$ cat config.mk
export PLATFORM = sky130hd
export DESIGN_NAME = sat_acc_adder
export DESIGN_NICKNAME = d
export VERILOG_FILES = /design/src/rtl/sat_acc_pkg.sv /design/src/rtl/sat_lane_sum.sv /design/src/rtl/sat_acc_adder.sv
export SDC_FILE = /design/constraint.sdc
export NUM_CORES = 1
export LEC_CHECK = 0
export ABC_CLOCK_PERIOD_IN_PS = 8520
export CORE_UTILIZATION = 50
export CTS_CLUSTER_SIZE = 40
export DETAILED_ROUTE_END_ITERATION = 16
export PLACE_DENSITY_LB_ADDON = 0.08
export SLEW_MARGIN = 30
export SYNTH_ARGS = -nofsm -noshare
export SYNTH_HDL_FRONTEND = slang
export SYNTH_SLANG_ARGS = --single-unit
$ cat constraint.sdc
create_clock -name clk -period 8.52 [get_ports clk]
set_input_delay 1.704 -clock clk [delete_from_list [all_inputs] [get_ports clk]]
set_output_delay 1.704 -clock clk [all_outputs]
set_load 0.01 [all_outputs]
$ cat src/rtl/sat_acc_pkg.sv
// Shared definitions for the saturating accumulating adder: FSM state type,
// default clamp bounds and the signed clamp helper used by the datapath.
package sat_acc_pkg;

  // ACC collects beats, OUT holds a finished result until downstream takes it
  typedef enum logic {
    ACC = 1'b0,
    OUT = 1'b1
  } state_t;

  localparam longint SAT_MIN_DEF = 0;
  localparam longint SAT_MAX_DEF = 255;

  // Clamp a signed value into [lo, hi]; 64 bits covers every accumulator width in use
  function automatic logic signed [63:0] sat_clamp(input logic signed [63:0] value,
                                                   input logic signed [63:0] lo,
                                                   input logic signed [63:0] hi);
    logic signed [63:0] res;
    if (value < lo) begin
      res = lo;
    end else if (value > hi) begin
      res = hi;
    end else begin
      res = value;
    end
    return res;
  endfunction

endpackage

$ cat src/rtl/sat_lane_sum.sv
// Combinational sign-extending lane adder: sums NUM_IN signed IN_W lanes at
// ACC_W bits. Shared with the conv bias path, so it carries no state.
module sat_lane_sum
  import sat_acc_pkg::*;
#(
  parameter int NUM_IN = 3,
  parameter int IN_W   = 34,
  parameter int ACC_W  = 40
) (
  input  logic [NUM_IN*IN_W-1:0] lanes_i,
  output logic signed [ACC_W-1:0] sum_o
);

  // Widen every lane with its sign before adding so the reduction cannot wrap
  always_comb begin
    sum_o = '0;
    for (int i = 0; i < NUM_IN; i++) begin
      sum_o = sum_o + ACC_W'($signed(lanes_i[i*IN_W +: IN_W]));
    end
  end

endmodule

$ cat src/rtl/sat_acc_adder.sv
// Saturating packet accumulator: adds NUM_IN lanes per beat, accumulates beats
// until in_last, then clamps the total into [SAT_MIN, SAT_MAX] and offers it on
// a valid/ready output. One bubble cycle separates consecutive packets.
// Optional feature macro: SAT_ACC_ROUND_EN adds cfg_shift, a round-half-up
// arithmetic right shift applied to the packet total before the final clamp.
module sat_acc_adder
  import sat_acc_pkg::*;
#(
  parameter int     NUM_IN  = 3,
  parameter int     IN_W    = 34,
  parameter int     ACC_W   = 40,
  parameter int     OUT_W   = 16,
  parameter longint SAT_MIN = SAT_MIN_DEF,
  parameter longint SAT_MAX = SAT_MAX_DEF,
  parameter int     CNT_W   = 8
) (
`ifdef SAT_ACC_ROUND_EN
  input  logic [4:0]             cfg_shift,
`endif
  input  logic                   clk,
  input  logic                   reset,
  input  logic                   in_valid,
  output logic                   in_ready,
  input  logic [NUM_IN*IN_W-1:0] in_data,
  input  logic                   in_last,
  output logic                   out_valid,
  input  logic                   out_ready,
  output logic [OUT_W-1:0]       out_data,
  output logic                   out_sat,
  output logic [CNT_W-1:0]       out_beats
);

  localparam int     SW      = 64;
  localparam longint ACC_MAX = (longint'(1) <<< (ACC_W - 1)) - 1;
  localparam longint ACC_MIN = -ACC_MAX - 1;

  state_t                  state_q, state_d;
  logic signed [ACC_W-1:0] acc_q, acc_d;
  logic [CNT_W-1:0]        beatCnt_q, beatCnt_d;
  logic                    accOvf_q, accOvf_d;
  logic [OUT_W-1:0]        outData_q, outData_d;
  logic                    outSat_q, outSat_d;
  logic [CNT_W-1:0]        outBeats_q, outBeats_d;

  logic signed [ACC_W-1:0] beatSum;
  logic signed [SW-1:0]    rawSum;
  logic signed [SW-1:0]    accClamped;
  logic signed [SW-1:0]    totalScaled;
  logic signed [SW-1:0]    outClamped;
  logic signed [ACC_W-1:0] total;
  logic                    addOvf;
  logic                    outOfRange;
  logic                    accepted;
  logic [CNT_W-1:0]        cntInc;
`ifdef SAT_ACC_ROUND_EN
  logic signed [ACC_W:0]   rndBias;
  logic signed [ACC_W:0]   rndSum;
`endif

  sat_lane_sum #(
    .NUM_IN (NUM_IN),
    .IN_W   (IN_W),
    .ACC_W  (ACC_W)
  ) uLaneSum (
    .lanes_i (in_data),
    .sum_o   (beatSum)
  );

  assign accepted = in_valid && in_ready;

  // Running total clamped to the accumulator range, then optionally rescaled and clamped to the output range
  always_comb begin
    rawSum     = SW'(acc_q) + SW'(beatSum);
    accClamped = sat_clamp(rawSum, ACC_MIN, ACC_MAX);
    addOvf     = (accClamped != rawSum);
    total      = ACC_W'(accClamped);
`ifdef SAT_ACC_ROUND_EN
    rndBias = '0;
    if (cfg_shift != 5'd0) begin
      rndBias = (ACC_W + 1)'(1) << (cfg_shift - 5'd1);
    end
    rndSum      = (ACC_W + 1)'(total) + rndBias;
    totalScaled = SW'(rndSum >>> cfg_shift);
`else
    totalScaled = SW'(total);
`endif
    outClamped = sat_clamp(totalScaled, SAT_MIN, SAT_MAX);
    outOfRange = (outClamped != totalScaled);
    cntInc     = (&beatCnt_q) ? beatCnt_q : beatCnt_q + 1'b1;
  end

  // Accumulate on plain beats; on the last beat latch the result and start a fresh packet
  always_comb begin
    acc_d      = acc_q;
    beatCnt_d  = beatCnt_q;
    accOvf_d   = accOvf_q;
    outData_d  = outData_q;
    outSat_d   = outSat_q;
    outBeats_d = outBeats_q;
    if (accepted) begin
      if (in_last) begin
        acc_d      = '0;
        beatCnt_d  = '0;
        accOvf_d   = 1'b0;
        outData_d  = OUT_W'(outClamped);
        outSat_d   = outOfRange || accOvf_q || addOvf;
        outBeats_d = cntInc;
      end else begin
        acc_d     = total;
        accOvf_d  = accOvf_q || addOvf;
        beatCnt_d = cntInc;
      end
    end
  end

  // Datapath registers; reset discards any partial sum and any pending result
  always_ff @(posedge clk) begin
    if (reset) begin
      acc_q      <= '0;
      beatCnt_q  <= '0;
      accOvf_q   <= 1'b0;
      outData_q  <= '0;
      outSat_q   <= 1'b0;
      outBeats_q <= '0;
    end else begin
      acc_q      <= acc_d;
      beatCnt_q  <= beatCnt_d;
      accOvf_q   <= accOvf_d;
      outData_q  <= outData_d;
      outSat_q   <= outSat_d;
      outBeats_q <= outBeats_d;
    end
  end

  // State register
  always_ff @(posedge clk) begin
    if (reset) begin
      state_q <= ACC;
    end else begin
      state_q <= state_d;
    end
  end

  // Leave ACC on the last-beat handshake, leave OUT once downstream takes the result
  always_comb begin
    state_d = state_q;
    case (state_q)
      ACC:     if (accepted && in_last) state_d = OUT;
      OUT:     if (out_ready) state_d = ACC;
      default: state_d = ACC;
    endcase
  end

  // Handshake outputs follow the state directly; the result registers hold while OUT waits
  always_comb begin
    in_ready  = (state_q == ACC);
    out_valid = (state_q == OUT);
    out_data  = outData_q;
    out_sat   = outSat_q;
    out_beats = outBeats_q;
  end

endmodule

Word-level counts from Yosys, hierarchy flattened
Index checks and enable logic that the tools add are counted.
{ "word_totals": {"reg_bits": 75, "in_bits": 107, "word_cells": 36} }
{ "classes": {"n_addsub": 4, "n_lt_le_gt_ge": 4, "eq_ne": 2, "muxes": 11, "bitwise": 1, "n_reduce_logical": 7} }
{ "op_table": {"columns": ["cell", "n"], "rows": [
  ["$mux 64", 4],
  ["$ne 64x40->1", 1],
  ["$ne 64x41->1", 1],
  ["$add 40x40->41", 1],
  ["$gt 41x40->1 const B", 1],
  ["$lt 41x40->1 const B", 1],
  ["$gt 40x9->1 const B", 1],
  ["$lt 40x1->1 const B", 1],
  ["$mux 40", 1],
  ["$add 35x34->36", 1],
  ["$add 34x34->35", 1],
  ["$mux 8", 2],
  ["$add 8x1->8 const B", 1],
  ["$reduce_and 8->1", 1],
  ["$logic_or 1x1->1", 3],
  ["$mux 1", 3],
  ["$logic_and 1x1->1", 2],
  ["$pmux 1 s2", 1],
  ["$reduce_and 2->1", 1],
  ["$not 1->1", 1]
]} }

Longest topological paths before layout
{ "depth": {"ltp_word": 12, "mapped_depth": 29, "ltp_nobuf": 26} }

Modules after synthesis
A second synthesis with hierarchy kept.
{ "unflattened": {"cells_unflattened": 1074, "area_unflattened_um2": 8366.8} }
{ "by_module_without_submodules": {"columns": ["mod", "instances", "cells_per_inst", "area_per_inst_um2", "seq_area_each_um2"], "rows": [
  ["sat_acc_adder", 1, 741, 5661.7, 1501.4],
  ["sat_lane_sum", 1, 333, 2705.1, 0.0]
]} }

Worst setup path after synthesis
Ideal clock, no wire load.
{ "synth_path": {"path_type": "input-to-reg", "startpoint": "input port in_data[1]", "endpoint": "register acc_q[14]", "setup_time_ns": 0.117, "arrival_ns": 7.264, "setup_slack_ns": 1.138, "cell_stages": 28, "path_buffers": 3, "path_cell_list": "inv_1 > fa_1 > inv_1 > ha_1 > fa_1 > a21o_1 > nand4_1 > a31oi_1 > o2111ai_1 > a311oi_1 > o22a_1 > a21o_1 > a311oi_1 > nand2b_1 > a22o_1 > ha_1 > clkbuf_1 > nand4_1 > nor3_1 > and2_1 > a31o_2 > a2111oi_2 > nor2_1 > a31o_2 > or2_1 > buf_2 > buf_6 > a32o_1"} }
{ "synth_via": {"elab_chain_len": 7, "elab_cells_between_ends": 8, "cone_classes": "3 x add/sub; 2 x order compare; 3 x mux"} }
{ "synth_rtl": {"columns": ["item", "line", "source"], "rows": [
  ["start, declared", "sat_acc_adder.sv:24", "input logic [NUM_IN*IN_W-1:0] in_data,"],
  ["$add 34x34->35 (*)", "sat_lane_sum.sv:18", "sum_o = sum_o + ACC_W'($signed(lanes_i[i*IN_W +: IN_W]));"],
  ["$add 35x34->36 (*)", "sat_lane_sum.sv:18", null],
  ["$add 40x40->41 (*)", "sat_acc_adder.sv:73", "rawSum = SW'(acc_q) + SW'(beatSum);"],
  ["$gt 41x40->1", "sat_acc_pkg.sv:21", "end else if (value > hi) begin"],
  ["$mux 64", "sat_acc_pkg.sv:21", null],
  ["$mux 64 (*)", "sat_acc_pkg.sv:19", "if (value < lo) begin"],
  ["$mux 40 (*)", "sat_acc_adder.sv:101", "if (in_last) begin"],
  ["end signal, assigned", "sat_acc_adder.sv:119", "acc_q <= '0;"],
  ["end signal, assigned", "sat_acc_adder.sv:126", "acc_q <= acc_d;"],
  ["end, declared", "sat_acc_adder.sv:38", "logic signed [ACC_W-1:0] acc_q, acc_d;"]
]} }
Every way passes the cells marked *; elsewhere a longest branch is shown, timed or not.
A chain may end at the register's enable or synchronous reset.

Final worst setup path
{ "layout_path": {"startpoint": "input port in_data[1]", "endpoint": "register outData_q[3] (netlist: out_data[3])"} }
{ "layout_via": {"elab_chain_len": 9, "elab_cells_between_ends": 11, "cone_classes": "3 x add/sub; 4 x order compare; 4 x mux"} }
{ "layout_rtl": {"columns": ["item", "line", "source"], "rows": [
  ["$add 34x34->35 (*)", "sat_lane_sum.sv:18", null],
  ["$add 35x34->36 (*)", "sat_lane_sum.sv:18", null],
  ["$add 40x40->41 (*)", "sat_acc_adder.sv:73", null],
  ["$gt 41x40->1", "sat_acc_pkg.sv:21", null],
  ["$mux 64", "sat_acc_pkg.sv:21", null],
  ["$mux 64 (*)", "sat_acc_pkg.sv:19", null],
  ["$gt 40x9->1", "sat_acc_pkg.sv:21", null],
  ["$mux 64", "sat_acc_pkg.sv:21", null],
  ["$mux 64 (*)", "sat_acc_pkg.sv:19", null],
  ["end signal, assigned", "sat_acc_adder.sv:129", "outData_q <= outData_d;"],
  ["end, declared", "sat_acc_adder.sv:41", "logic [OUT_W-1:0] outData_q, outData_d;"]
]} }
Marks and branches as above.

==> results.py <==
metrics = {
    "sta": {
        "worst-slew-pin-transition_ns": 0.958,
        "slew_headroom": 0.360,
        "period_minus_slack_ns": 8.07,
        "hold_viol_final": 0,
        "fmax_ghz": 0.124,
        "setup-violations-final": 0,
        "rsz0062_at_grt": "no",
        "fin_tns_setup_ns": 0,
        "skew_ns": 0.00810,
        "min_period_over_period": 0.947,
        "fin_ws_ns": 0.453,
        "drv_slew": 0,
    },
    "cells_and_area": {
        "final_common_cell": "clkdlybuf4s50_1",
        "area_delta_synth_final_pct": 24.0,
        "fin_cells": 1377,
        "post_route_cells_drive_above_1_share": 0.0672,
        "n_antenna_cell": 0,
        "fin_util": 0.634,
        "final_nets": 1379,
        "mostFrequentLayoutCells": "clkdlybuf4s50_1, nand2_1, nor2_1",
    },
    "drt": {
        "ant_nets": 0,
        "vias": 7869,
        "dr.pass1.iters": 5,
        "route.detailed.drc": 0,
        "wl_per_cell_um": 15.1,
        "finalWirelength_um": 20800,
        "drt_iter0_drc": 410,
        "post_drt_via_cell_ratio": 5.71,
    },
    "clocking": {
        "clockBufferDepth": 2,
        "cts_tree": "yes",
        "cts_made_buffers": 9,
        "h-tree-depth": 3,
        "clock_latency_ns": 0.35,
        "clkSlewWorstSetupHoldPaths_ns": 0.06,
        "cts.sinks": 75,
        "cts_root_buf": "clkbuf_16",
        "cts_hold_repair.buffers": 0,
    },
    "power": {
        "power_density_nw_per_um2": 235,
        "leakage_nw": 4.32,
        "power_mw": 2.37,
        "peakVddDrop_uv": 127,
    },
    "critical_path": {
        "startpoint": "in_data[1]",
        "worstSetupPathType": "input port to register",
        "r2r_start": "acc_q[0]$_SDFFE_PP0P_",
        "worst_setup_path_start_kind": "input port",
        "cp_max_fo": 9,
        "worstPathArrival_ns": 8.28,
        "critical_path.endpoint_type": "register",
        "cp.required_ns": 8.73,
    },
    "place": {
        "dp.cells": 1361,
        "gp_congestion": 0.885,
        "dp_hpwl_um": 16500,
        "place_ws_ns": 0.0584,
        "io_buffers": 133,
    },
    "yosys": {
        "synth_area_per_cell_um2": 7.90,
        "synth.yosys.seq_area_share": 0.185,
        "syn-num-nets": 1251,
        "synth_warnings": 0,
        "ys_types": 85,
        "async_flop_share": 0,
        "syn_inst": 1028,
        "ys_ff_latch": 75,
        "synth_edf_count": 0,
        "synthFlopType": "dfxtp_1",
        "syn-cell-area_um2": 8130,
    },
    "global_routing": {
        "grt_pass1_vias": 7220,
        "grt_max_degree": 37,
        "overflow": 0,
        "antenna_found_initial": 0,
        "grt_pass1_wl_um": 34200,
        "grt_util_all_layers": 0.254,
    },
    "hold_path": {
        "hold_path.class": "register to register",
        "worstHoldStart": "out_beats[0]$_SDFFE_PP0P_",
    },
    "die": {
        "start_util": 0.511,
        "die_x_um": 129,
        "core_area_um2": 15900,
        "row_count": 46,
        "die_area_um2": 16800,
        "fp.dieH_um": 129,
        "top_level_ports": 134,
    },
    "outcome": {
        "status": "complete, no violations",
    },
    "flow_run": {
        "drv_cap": 0,
    },
}
layout make-up:
type,count,area (um^2)
Fill cell,1495,5810
Tap cell,216,270
Inverter,53,199
Multi-Input combinational cell,859,6260
Sequential cell,75,1500
Clock buffer,10,239
Clock inverter,6,56.3
Timing Repair Buffer,158,1540
Yosys cell counts (all sizes together), types with 3 or more instances:
master	instances	area (um^2)
o21bai	8	60.1
nor4	5	37.5
a2111oi	6	77.6
o2111ai	8	70.1
and3	12	75.1
mux2i	6	60.1
nor3	19	106
o21a	25	188
o31ai	4	30.0
and2	15	93.8
nor2	96	360
or3	5	36.3
buf	14	82.6
a32o	7	70.1
or2	14	90.1
nand2	106	400
nor4b	3	26.3
a22oi	12	90.1
a21o	27	203
a21oi	82	418
nand3	21	105
o221a	3	42.5
a31o	3	26.3
nand4	15	93.8
xnor2	35	307
nor2b	6	37.5
a21boi	3	22.5
xor2	24	210
inv	53	199
o311ai	3	26.3
fa	36	721
and4	3	26.3
o211ai	9	67.6
clkbuf	27	101
ha	80	1000
a31oi	13	81.3
a311oi	3	26.3
nand2b	15	93.8
dfxtp	75	1500
a211oi	16	120
o21ai	76	380
cell families (layout without fill, tap and decap cells):
group | after synthesis | after routing | share of synthesized area
buf+inv | 94 | 227 | 0.0471
fa+ha+maj | 118 | 118 | 0.214
compound gates | 333 | 333 | 0.279
flops | 75 | 75 | 0.185
xor+xnor | 59 | 59 | 0.0636
simple gates | 342 | 342 | 0.202
mux | 7 | 7 | 0.00878
worst max-delay path, cell delays in order:
cell             delay [ns]
clkdlybuf4s50_1        0.45
inv_1                  0.05
fa_1                   0.52
inv_1                  0.04
ha_1                   0.23
fa_1                   0.41
a21o_1                 0.19
nand4_1                0.10
a31oi_1                0.13
o2111ai_1              0.40
a311oi_1               0.23
o22a_1                 0.33
a21o_1                 0.22
a21oi_1                0.17
xnor2_1                0.14
ha_1                   0.34
a21o_1                 0.22
a211o_1                0.31
a21oi_1                0.11
o21ai_0                0.09
a221o_1                0.42
a311o_1                0.38
and4_1                 0.18
a211oi_1               0.37
and4_1                 0.25
buf_4                  0.16
a41oi_2                0.11
worst paths after layout:
path / endpoint / slack [ns] / depth (start not counted)
worst max-delay path: out_data[3]$_SDFFE_PP0P_ / 0.45 / 27
worst min-delay path: out_beats[0]$_SDFFE_PP0P_ / 0.46 / 2
worst max register to register: out_data[3]$_SDFFE_PP0P_ / 4.63 / 14
worst min register to register: out_beats[0]$_SDFFE_PP0P_ / 0.46 / 2
sequential cells by signal (all words and copies together) (netlist names):
name / cells
acc_q: 40
out_valid: 1
out_data: 16
out_beats: 8
accOvf_q: 1
beatCnt_q: 8
out_sat: 1
report_power, final:
part | switching, mW | internal [mW] | total, mW | leakage (nW)
clock | 0.176 | 0.212 | 0.388 | 0.144
sequential | 0.0222 | 0.384 | 0.406 | 0.609
combinational | 0.913 | 0.664 | 1.58 | 3.57
per-stage QoR:
step / instance area [um^2] / hold slack [ns]
2_1_floorplan: 8130 / 0.432
4_1_cts: 10100 / 0.462
5_1_grt: 10100 / 0.475
3_5_place_dp: 9770 / 0.444
6_report: 10100 / 0.459
3_3_place_gp: 9770 / 0.440
routing by layer:
layer,wire [um],GRT usage
met2,9580,0.423
met4,285,0.0725
met1,9980,0.348
met3,936,0.0277
met5,0,0
repair_timing:
action | CTS | global route
buffers inserted | 0 | 0
endpoints found under the setup margin | 0 | 29
resized for setup | 0 | 2
(Power assumes the default switching activity.)
